File: src/rtl/var_delay_phase_ctrl_if.sv
// Control/config bundle for var_delay_phase_ctrl: the master side drives
// mode and configuration writes, the slave side returns phase and code state.
interface var_delay_phase_ctrl_if #(
  parameter int NCH     = 4,
  parameter int CODE_W  = 4,
  parameter int DWELL_W = 8,
  parameter int CH_W    = (NCH > 1) ? $clog2(NCH) : 1
);
  logic                    enable;
  logic                    mode;
  logic [DWELL_W-1:0]      dwell;
  logic                    cfg_we;
  logic [CH_W-1:0]         cfg_ch;
  logic [1:0]              cfg_phase;
  logic [CODE_W-1:0]       cfg_code;
  logic                    cfg_err;
  logic [1:0]              delay_sel;
  logic [NCH*CODE_W-1:0]   code_out;
  logic                    upd;
  logic                    pending;

  modport master (
    output enable, mode, dwell, cfg_we, cfg_ch, cfg_phase, cfg_code,
    input  cfg_err, delay_sel, code_out, upd, pending
  );

  modport slave (
    input  enable, mode, dwell, cfg_we, cfg_ch, cfg_phase, cfg_code,
    output cfg_err, delay_sel, code_out, upd, pending
  );
endinterface

File: src/rtl/var_delay_phase_ctrl.sv
// Multi-channel delay-code sequencer: steps lead/origin/lag codes with a
// programmable dwell and commits shadowed config writes only at phase boundaries.
module var_delay_phase_ctrl #(
  parameter int NCH     = 4,
  parameter int CODE_W  = 4,
  parameter int DWELL_W = 8,
  parameter int CH_W    = (NCH > 1) ? $clog2(NCH) : 1
) (
  input  logic                   clk,
  input  logic                   rst,
  var_delay_phase_ctrl_if.slave  bus
);

  typedef enum logic [2:0] {IDLE, LEAD, ORGA, LAG, ORGB} state_t;

  state_t                state_q, state_d;
  logic [DWELL_W-1:0]    cnt_q, cnt_d;
  logic                  boundary, entering, wr_ok, wr_bad, commit;
  logic [1:0]            sel_d, delay_sel_q;
  logic [CODE_W-1:0]     shadow_q [3][NCH];
  logic [CODE_W-1:0]     active_q [3][NCH];
  logic [CODE_W-1:0]     active_d [3][NCH];
  logic [NCH*CODE_W-1:0] code_out_d, code_out_q;
  logic                  pending_q, upd_q, cfg_err_q;

  always_ff @(posedge clk) begin
    if (rst) state_q <= IDLE;
    else     state_q <= state_d;
  end

  always_comb begin
    state_d  = state_q;
    boundary = 1'b0;
    if (!bus.enable) begin
      state_d = IDLE;
    end else begin
      case (state_q)
        IDLE: if (bus.mode) state_d = LEAD;
        default: begin
          if (cnt_q == '0) begin
            boundary = 1'b1;
            if (!bus.mode) begin
              state_d = IDLE;
            end else begin
              case (state_q)
                LEAD:    state_d = ORGA;
                ORGA:    state_d = LAG;
                LAG:     state_d = ORGB;
                default: state_d = LEAD;
              endcase
            end
          end
        end
      endcase
    end
  end

  always_comb begin
    wr_ok    = bus.cfg_we && (bus.cfg_phase != 2'd3) && (int'(bus.cfg_ch) < NCH);
    wr_bad   = bus.cfg_we && !wr_ok;
    entering = (state_d != IDLE) && ((state_q == IDLE) || boundary);
    commit   = pending_q && ((state_q == IDLE) || boundary);

    if (state_d == IDLE) cnt_d = '0;
    else if (entering)   cnt_d = bus.dwell;
    else                 cnt_d = cnt_q - DWELL_W'(1);

    case (state_d)
      LEAD:    sel_d = 2'd0;
      LAG:     sel_d = 2'd2;
      default: sel_d = 2'd1;
    endcase

    // Code output is registered from the post-commit bank so it moves on the same edge as the state.
    active_d = active_q;
    if (commit) active_d = shadow_q;

    code_out_d = '0;
    for (int unsigned ch = 0; ch < NCH; ch++) begin
      code_out_d[ch*CODE_W +: CODE_W] = active_d[sel_d][ch];
    end
  end

  always_ff @(posedge clk) begin
    if (rst) begin
      cnt_q       <= '0;
      delay_sel_q <= 2'd1;
      code_out_q  <= '0;
      pending_q   <= 1'b0;
      upd_q       <= 1'b0;
      cfg_err_q   <= 1'b0;
      for (int unsigned p = 0; p < 3; p++) begin
        for (int unsigned ch = 0; ch < NCH; ch++) begin
          shadow_q[p][ch] <= '0;
          active_q[p][ch] <= '0;
        end
      end
    end else begin
      cnt_q       <= cnt_d;
      delay_sel_q <= sel_d;
      code_out_q  <= code_out_d;
      active_q    <= active_d;
      // Active copies the old shadow, so a write on a commit edge stays pending.
      if (wr_ok) shadow_q[bus.cfg_phase][bus.cfg_ch] <= bus.cfg_code;
      pending_q   <= wr_ok || (pending_q && !commit);
      upd_q       <= commit;
      cfg_err_q   <= wr_bad;
    end
  end

  assign bus.delay_sel = delay_sel_q;
  assign bus.code_out  = code_out_q;
  assign bus.pending   = pending_q;
  assign bus.upd       = upd_q;
  assign bus.cfg_err   = cfg_err_q;

endmodule

File: src/flat_wrapper.sv
// flat-port wrapper written by rule: the top's interface ports become plain ports
module var_delay_phase_ctrl_flat 
#(
  parameter int NCH     = 4,
  parameter int CODE_W  = 4,
  parameter int DWELL_W = 8,
  parameter int CH_W    = (NCH > 1) ? $clog2(NCH) : 1
)
  (clk, rst, bus_enable, bus_mode, bus_dwell, bus_cfg_we, bus_cfg_ch, bus_cfg_phase, bus_cfg_code, bus_cfg_err, bus_delay_sel, bus_code_out, bus_upd, bus_pending);
  var_delay_phase_ctrl_if #(.NCH(NCH), .CODE_W(CODE_W), .DWELL_W(DWELL_W), .CH_W(CH_W)) bus_i ();
  input  logic clk;
  input  logic rst;
  input wire logic [$bits(bus_i.enable)-1:0] bus_enable;
  input wire logic [$bits(bus_i.mode)-1:0] bus_mode;
  input wire logic [$bits(bus_i.dwell)-1:0] bus_dwell;
  input wire logic [$bits(bus_i.cfg_we)-1:0] bus_cfg_we;
  input wire logic [$bits(bus_i.cfg_ch)-1:0] bus_cfg_ch;
  input wire logic [$bits(bus_i.cfg_phase)-1:0] bus_cfg_phase;
  input wire logic [$bits(bus_i.cfg_code)-1:0] bus_cfg_code;
  output wire logic [$bits(bus_i.cfg_err)-1:0] bus_cfg_err;
  output wire logic [$bits(bus_i.delay_sel)-1:0] bus_delay_sel;
  output wire logic [$bits(bus_i.code_out)-1:0] bus_code_out;
  output wire logic [$bits(bus_i.upd)-1:0] bus_upd;
  output wire logic [$bits(bus_i.pending)-1:0] bus_pending;
  assign bus_i.enable = bus_enable;
  assign bus_i.mode = bus_mode;
  assign bus_i.dwell = bus_dwell;
  assign bus_i.cfg_we = bus_cfg_we;
  assign bus_i.cfg_ch = bus_cfg_ch;
  assign bus_i.cfg_phase = bus_cfg_phase;
  assign bus_i.cfg_code = bus_cfg_code;
  assign bus_cfg_err = bus_i.cfg_err;
  assign bus_delay_sel = bus_i.delay_sel;
  assign bus_code_out = bus_i.code_out;
  assign bus_upd = bus_i.upd;
  assign bus_pending = bus_i.pending;
  var_delay_phase_ctrl #(.NCH(NCH), .CODE_W(CODE_W), .DWELL_W(DWELL_W), .CH_W(CH_W)) u_core (.clk(clk), .rst(rst), .bus(bus_i));
endmodule
File: config.mk
export PLATFORM = sky130hd
export DESIGN_NAME = var_delay_phase_ctrl_flat
export DESIGN_NICKNAME = d
export VERILOG_FILES = /design/src/rtl/var_delay_phase_ctrl_if.sv /design/src/rtl/var_delay_phase_ctrl.sv /design/src/flat_wrapper.sv
export SDC_FILE = /design/constraint.sdc
export NUM_CORES = 1
export LEC_CHECK = 0
export CAP_MARGIN = 20
export CORE_MARGIN = 5
export CORE_UTILIZATION = 40
export CTS_BUF_LIST = sky130_fd_sc_hd__clkbuf_16
export CTS_CLUSTER_SIZE = 16
export DETAILED_ROUTE_END_ITERATION = 12
export PLACE_DENSITY = 0.6
export SYNTH_ARGS = -nofsm -noshare
export SYNTH_HDL_FRONTEND = slang
export SYNTH_SLANG_ARGS = --single-unit
File: constraint.sdc
create_clock -name clk -period 2 [get_ports clk]
set_input_delay 0.2 -clock clk [delete_from_list [all_inputs] [get_ports clk]]
set_output_delay 0.2 -clock clk [all_outputs]
set_load 0.01 [all_outputs]
---- Word level (Yosys, flattened, before mapping) ----
Index checks and enable logic that the tools add are counted.
operators by class
  reductions and logical operators ........ 16
  bitwise gates (word level) .............. 3
  add/subtract/negate cells ............... 1
  equal/unequal tests ..................... 6
  magnitude comparators ................... 5
  muxes and demuxes ....................... 20
operator list
  kind                                                                           count
  48-bit bitwise mux                                                             1
  16-bit 2-to-1 mux                                                              3
  48-bit 2-to-1 mux                                                              1
  16-bit binary-select mux with 2-bit select                                     1
  16-bit demux with 2-bit select                                                 1
  3-bit 2-to-1 mux                                                               5
  3-bit by 2-bit equality test with 1-bit output (second input constant)         3
  3-bit greater-or-equal comparator (second input constant)                      3
  2-bit NOT with 3-bit output                                                    3
  3-bit one-hot mux with 3 select lines                                          1
  4-bit demux with 2-bit select                                                  1
  8-bit zero test                                                                1
  8-bit 2-to-1 mux                                                               1
  8-bit by 1-bit subtractor with 8-bit output (second input constant)            1
  1-bit logical AND                                                              7
  3-bit by 1-bit equality test with 1-bit output (second input constant)         2
  3-bit zero test                                                                2
  3-bit by 1-bit less-than comparator with 1-bit output (second input constant)  2
  4-bit 2-to-1 mux                                                               1
  2-bit one-hot mux with 2 select lines                                          1
  1-bit 2-to-1 mux                                                               3
  3-bit nonzero test                                                             1
  1-bit zero test                                                                2
  1-bit logical OR                                                               2
  2 further kinds                                                                2
storage, ports and cells
  word-level logic and storage cells ...... 82
  register bits after elaboration ......... 128
  output and inout bits ................... 21
  input bits .............................. 21

---- Longest topological paths before layout ----
Gate-level depths: netlist of the first run.
  word-level depth ........................ 12
  mapped depth ............................ 9
  gate-level depth less buffers ........... 7

---- Worst setup path before layout of the first run ----
OpenSTA, ideal clock, no wires.
  path kind ............................... register -> register
  from .................................... register u_core.cnt_q[0]
  to ...................................... register u_core.code_out_q[10], in the netlist u_core.bus.code_out[10]
  period minus slack after synthesis ...... 2.197 ns
  arrival time ............................ 2.074 ns
  stages on the path, launching flop included .. 10
  data required time ...................... 1.876 ns
  buffers on the path ..................... 2
  setup slack ............................. -0.197 ns
  setup time .............................. 0.124 ns
  cells stage by stage .................... dfxtp_1 inv_1 ha_1 or3b_2 o311a_4 o21ba_1 buf_6 buf_6 a22oi_1 mux2i_1
on the way
  cells in the longest elaborated chain, start to end .. 10
  elaborated cells between the ends (all ways) .. 17
  classes of those cells .................. 2 x eq/ne; 11 x mux; 1 x bitwise; 3 x reduce/logical
RTL lines
  item                                                                                           line                                                    text
  start, declared                                                                                var_delay_phase_ctrl.sv:17                              logic [DWELL_W-1:0] cnt_q, cnt_d;
  start signal, assigned                                                                         var_delay_phase_ctrl.sv:99                              cnt_q <= cnt_d;
  8-bit zero test (*)                                                                            var_delay_phase_ctrl.sv:40                              if (cnt_q == '0) begin
  3-bit 2-to-1 mux / 1-bit 2-to-1 mux (equally long branches)                                    var_delay_phase_ctrl.sv:40
  3-bit 2-to-1 mux / 1-bit 2-to-1 mux (equally long branches)                                    var_delay_phase_ctrl.sv:37                              case (state_q)
  3-bit 2-to-1 mux / 1-bit 2-to-1 mux (equally long branches)                                    var_delay_phase_ctrl.sv:34                              if (!bus.enable) begin
  3-bit by 2-bit equality test with 1-bit output, or another cell as far along                   var_delay_phase_ctrl.sv:68                              case (state_d)
  2-bit one-hot mux with 2 select lines / 1-bit logical AND (equally long branches)              var_delay_phase_ctrl.sv:68, var_delay_phase_ctrl.sv:62
  2-bit NOT with 3-bit output (not written as such) / 48-bit 2-to-1 mux (equally long branches)  var_delay_phase_ctrl.sv:80, var_delay_phase_ctrl.sv:76
  16-bit binary-select mux with 2-bit select (*)                                                 var_delay_phase_ctrl.sv:80                              code_out_d[ch*CODE_W +: CODE_W] = active_d[sel_d][ch];
  16-bit 2-to-1 mux (*) (2 in series)                                                            -
  end signal, assigned                                                                           var_delay_phase_ctrl.sv:101                             code_out_q <= code_out_d;
  end, declared                                                                                  var_delay_phase_ctrl.sv:23                              logic [NCH*CODE_W-1:0] code_out_d, code_out_q;
Every way passes the cells marked *; elsewhere a longest branch is shown, timed or not. The select of a mux whose other input is x is not followed.
A chain may end at the register's enable or synchronous reset.

---- Worst setup path after layout of the first run ----
  from .................................... register u_core.cnt_q[1]
  to ...................................... register u_core.code_out_q[15], in the netlist u_core.bus.code_out[15]
on the way
  cells in the longest elaborated chain, start to end .. 10
  elaborated cells between the ends (all ways) .. 17
  classes of those cells .................. 2 x eq/ne; 11 x mux; 1 x bitwise; 3 x reduce/logical
RTL lines
  item                                                                                           line
  8-bit zero test (*)                                                                            var_delay_phase_ctrl.sv:40
  3-bit 2-to-1 mux / 1-bit 2-to-1 mux (equally long branches)                                    var_delay_phase_ctrl.sv:40
  3-bit 2-to-1 mux / 1-bit 2-to-1 mux (equally long branches)                                    var_delay_phase_ctrl.sv:37
  3-bit 2-to-1 mux / 1-bit 2-to-1 mux (equally long branches)                                    var_delay_phase_ctrl.sv:34
  3-bit by 2-bit equality test with 1-bit output, or another cell as far along                   var_delay_phase_ctrl.sv:68
  2-bit one-hot mux with 2 select lines / 1-bit logical AND (equally long branches)              var_delay_phase_ctrl.sv:68, var_delay_phase_ctrl.sv:62
  2-bit NOT with 3-bit output (not written as such) / 48-bit 2-to-1 mux (equally long branches)  var_delay_phase_ctrl.sv:80, var_delay_phase_ctrl.sv:76
  16-bit binary-select mux with 2-bit select (*)                                                 var_delay_phase_ctrl.sv:80
  16-bit 2-to-1 mux (not written as such) (*)                                                    var_delay_phase_ctrl.sv:80
  16-bit 2-to-1 mux (*)                                                                          -
Marks and branches as above.

==> flow_metrics.py, run 1 <==
metrics = {
    "run_status": {
        "status": "finished with violations",
        "violations": "setup timing",
    },
    "synth": {
        "yosysTopAreaCellShare": 0.481,
        "yosys_register_bits": 128,
        "synth_area_leaders": "dfxtp_1 (48%), mux2i_1 (12%), nand2_1 (5.1%), nor2_1 (4.9%), o22ai_1 (4.3%)",
        "yosysTopAreaCell": "dfxtp_1",
        "yosysWarnings": 0,
        "synthFlopType": "dfxtp_1",
        "seq_area_frac_synth": 0.481,
        "synth_edf_count": 0,
        "syn_nets": 611,
        "syn_area_sq_um": 5330,
        "syn_area_per_cell_sq_um": 9.06,
        "synthArstFlopShare": 0,
        "synthCells": 588,
        "synth_cell_types": 44,
    },
    "timing": {
        "tns_ns": -1.16,
        "fmax_mhz": 480,
        "finClkSkew_ns": 0.00976,
        "finalHoldViolCount": 0,
        "tightest_slew_ns": 0.663,
        "rsz0062_at_grt": "true",
        "layout_min_cycle_time_ns": 2.09,
        "setup_violations": 22,
        "slew_violations": 0,
        "timing.slew.headroom": 0.556,
        "fin_ws_ns": -0.0851,
        "fin_crit_sh": 1.04,
    },
    "worst_setup_path": {
        "max_stage_delay_ns": 0.40,
        "worstSetupPathType": "flop to flop",
        "cp_data_arrival_time_ns": 2.38,
        "rr_worst_depth": 9,
        "end_kind": "flop",
        "required_ns": 2.30,
        "slowest_stage": "or3b_4",
        "crit_fanout": 32,
        "critPathLaunchType": "flop",
        "crit_chain": "inv_2 > ha_4 > or3b_4 > buf_4 > nor4_4 > buf_12 > o22ai_1 > a22oi_1 > mux2i_1",
    },
    "finish": {
        "syn2layout_area_growth_pct": 28.8,
        "nNetsFinal": 667,
        "final_layout_size_suffix_gt1_frac": 0.170,
        "final_cell_mix": "dfxtp_1 (125), nand2_1 (72), nor2_1 (68), mux2i_1 (64), clkdlybuf4s50_1 (40)",
        "diodes": 0,
        "layout_commonest_cell": "dfxtp_1",
    },
    "floorplanning": {
        "io_pins": 42,
        "initial_core_util": 0.405,
        "num_rows": 42,
        "die_w_um": 125,
        "core-area_sq_um": 13100,
        "die_y_um": 125,
        "die-area_sq_um": 15700,
    },
    "clocking": {
        "cts_max_level": 4,
        "clk_latency_ns": 0.41,
        "cts_tree": "yes",
        "clock-sinks": 128,
        "clkSlewWorstSetupHoldPaths_ns": 0.06,
        "clockBufferDepth": 2,
        "cts_hold_buf": 0,
        "root_buffer": "clkbuf_16",
        "numCtsBuffers": 17,
    },
    "power": {
        "power.leakage_nw": 2.68,
        "p_per_area_nw_per_um2": 895,
        "max-vdd-ir-drop_uv": 580,
        "power.total_mw": 6.14,
    },
    "global_routing": {
        "grt_overflow_total": 0,
        "antenna_found_initial": 0,
        "grt_pass1_vias": 4331,
        "grt_max_degree": 82,
        "grt_pass1_wl_mm": 23.0,
        "track_usage": 0.183,
    },
    "drt": {
        "first_pass_iters": 5,
        "vias": 4317,
        "viasPerCell": 5.18,
        "drt_iter0_drc": 320,
        "drt-wirelength-per-cell_um": 17.0,
        "finalWirelength_mm": 14.2,
        "drc": 0,
        "drtAntennaViolNets": 0,
    },
    "placement": {
        "portBuffers": 41,
        "gp_congestion": 0.814,
        "dp_hpwl_mm": 8.59,
    },
    "min_path": {
        "hold_depth": 2,
        "hp-class": "input port to flop",
    },
    "run": {
        "cap_violations": 0,
    },
}
## final timing paths
| path | endpoint | start | slack (ns) |
|---|---|---|---|
| worst min register to register | u_core.shadow_q[20] | u_core.shadow_q[20] | 0.49 |
| worst max register to register | u_core.bus.code_out[15] | u_core.cnt_q[1] | -0.09 |
| worst max-delay path | u_core.bus.code_out[15] | u_core.cnt_q[1] | -0.09 |
| worst min-delay path | u_core.shadow_q[28] | rst | 0.18 |
## metrics by stage
| stage | hold WS [ns] | instance area (sq um) | instances | worst slack [ns] | utilization |
|---|---|---|---|---|---|
| global route | 0.176 | 6860 | 833 | -0.184 | 0.522 |
| finish | 0.179 | 6860 | 833 | -0.0851 | 0.522 |
| CTS | 0.162 | 6820 | 833 | -0.0785 | 0.519 |
| detailed placement | 0.478 | 6180 | 797 | -0.0867 | 0.471 |
| floorplan | 0.347 | 5390 | 588 | -0.0466 | - |
| global placement | 0.473 | 6180 | 797 | -0.0256 | 0.471 |
## area by class of cell
type | instances | area [sq um]
repair buffers | 83 | 822
multi-input cells | 394 | 2610
well taps | 176 | 220
fillers | 1177 | 6280
inverters | 20 | 75.1
clock buffers | 17 | 425
clock inverters | 15 | 145
flip-flops and latches | 128 | 2570
## metal layers
layer  vias to the layer above  track usage  wire [um]
met5                         -            0          0
met4                         0       0.0504        172
met3                        14       0.0567        768
met2                        96        0.297       6740
met1                      2100        0.238       6500
li1                       2107            -          -
## registers in the layout, indices dropped and copies added (netlist names)
name                  flops
u_core.active_q          48
u_core.shadow_q          48
u_core.bus.code_out      16
u_core.cnt_q              8
u_core.state_q            3
u_core.bus.delay_sel      2
u_core.bus.cfg_err        1
u_core.bus.pending        1
u_core.bus.upd            1
## synth_stat cells (all sizes together) (2+ instances only)
cell,n
a211oi,3
a21o,17
a22oi,17
a31o,2
buf,15
clkbuf,32
dfxtp,128
ha,2
inv,20
mux2i,64
nand2,72
nand2b,7
nand3,17
nand3b,2
nor2,70
nor2b,33
nor3,4
nor3b,4
nor4,4
o21ai,17
o21ba,2
o22ai,37
or3,2
xnor2,3
xor2,3
## critical path, delay by kind of cell (launching register included)
kind / cells / cell delay [ns]
AO/OA/AOI/OAI: 2 / 0.35
adder cells (fa/ha/maj): 1 / 0.12
buffers and inverters: 3 / 0.47
flip-flops: 1 / 0.32
multiplexers: 1 / 0.10
AND/OR/NAND/NOR: 2 / 0.58
## kinds of logic (layout without fill, tap and decap cells)
| logic type | Yosys count | in the layout | share of synthesized area |
|---|---|---|---|
| compound gates | 100 | 101 | 0.129 |
| simple gates | 221 | 221 | 0.199 |
| flops | 128 | 128 | 0.481 |
| mux | 64 | 64 | 0.120 |
| xor+xnor | 6 | 6 | 0.00987 |
| buf+inv | 67 | 135 | 0.0561 |
| fa+ha+maj | 2 | 2 | 0.00470 |
## power by group
group / internal (mW) / total [mW] / switching, mW
clock network: 1.82 / 2.98 / 1.16
registers: 2.58 / 2.60 / 0.0182
logic: 0.238 / 0.560 / 0.322
total: 4.64 / 6.14 / 1.50
## timing repair
| item | in CTS | in global routing |
|---|---|---|
| endpoints found under the setup margin | 25 | 34 |
| pin swaps | 4 | 0 |
| cloned | 1 | 0 |
| resized for setup | 8 | 8 |
| setup buffers | 3 | 0 |
(Power assumes the default switching activity.)
==> run 2: changes to the inputs <==
--- a/config.mk
+++ b/config.mk
@@ -12,6 +12,7 @@
 export CTS_CLUSTER_SIZE = 16
 export DETAILED_ROUTE_END_ITERATION = 12
 export PLACE_DENSITY = 0.6
+export SLEW_MARGIN = 20
 export SYNTH_ARGS = -nofsm -noshare
 export SYNTH_HDL_FRONTEND = slang
 export SYNTH_SLANG_ARGS = --single-unit
==> results of run 2 <==
Same layout as run 1: the final DEF is identical, and so are final timing and power.
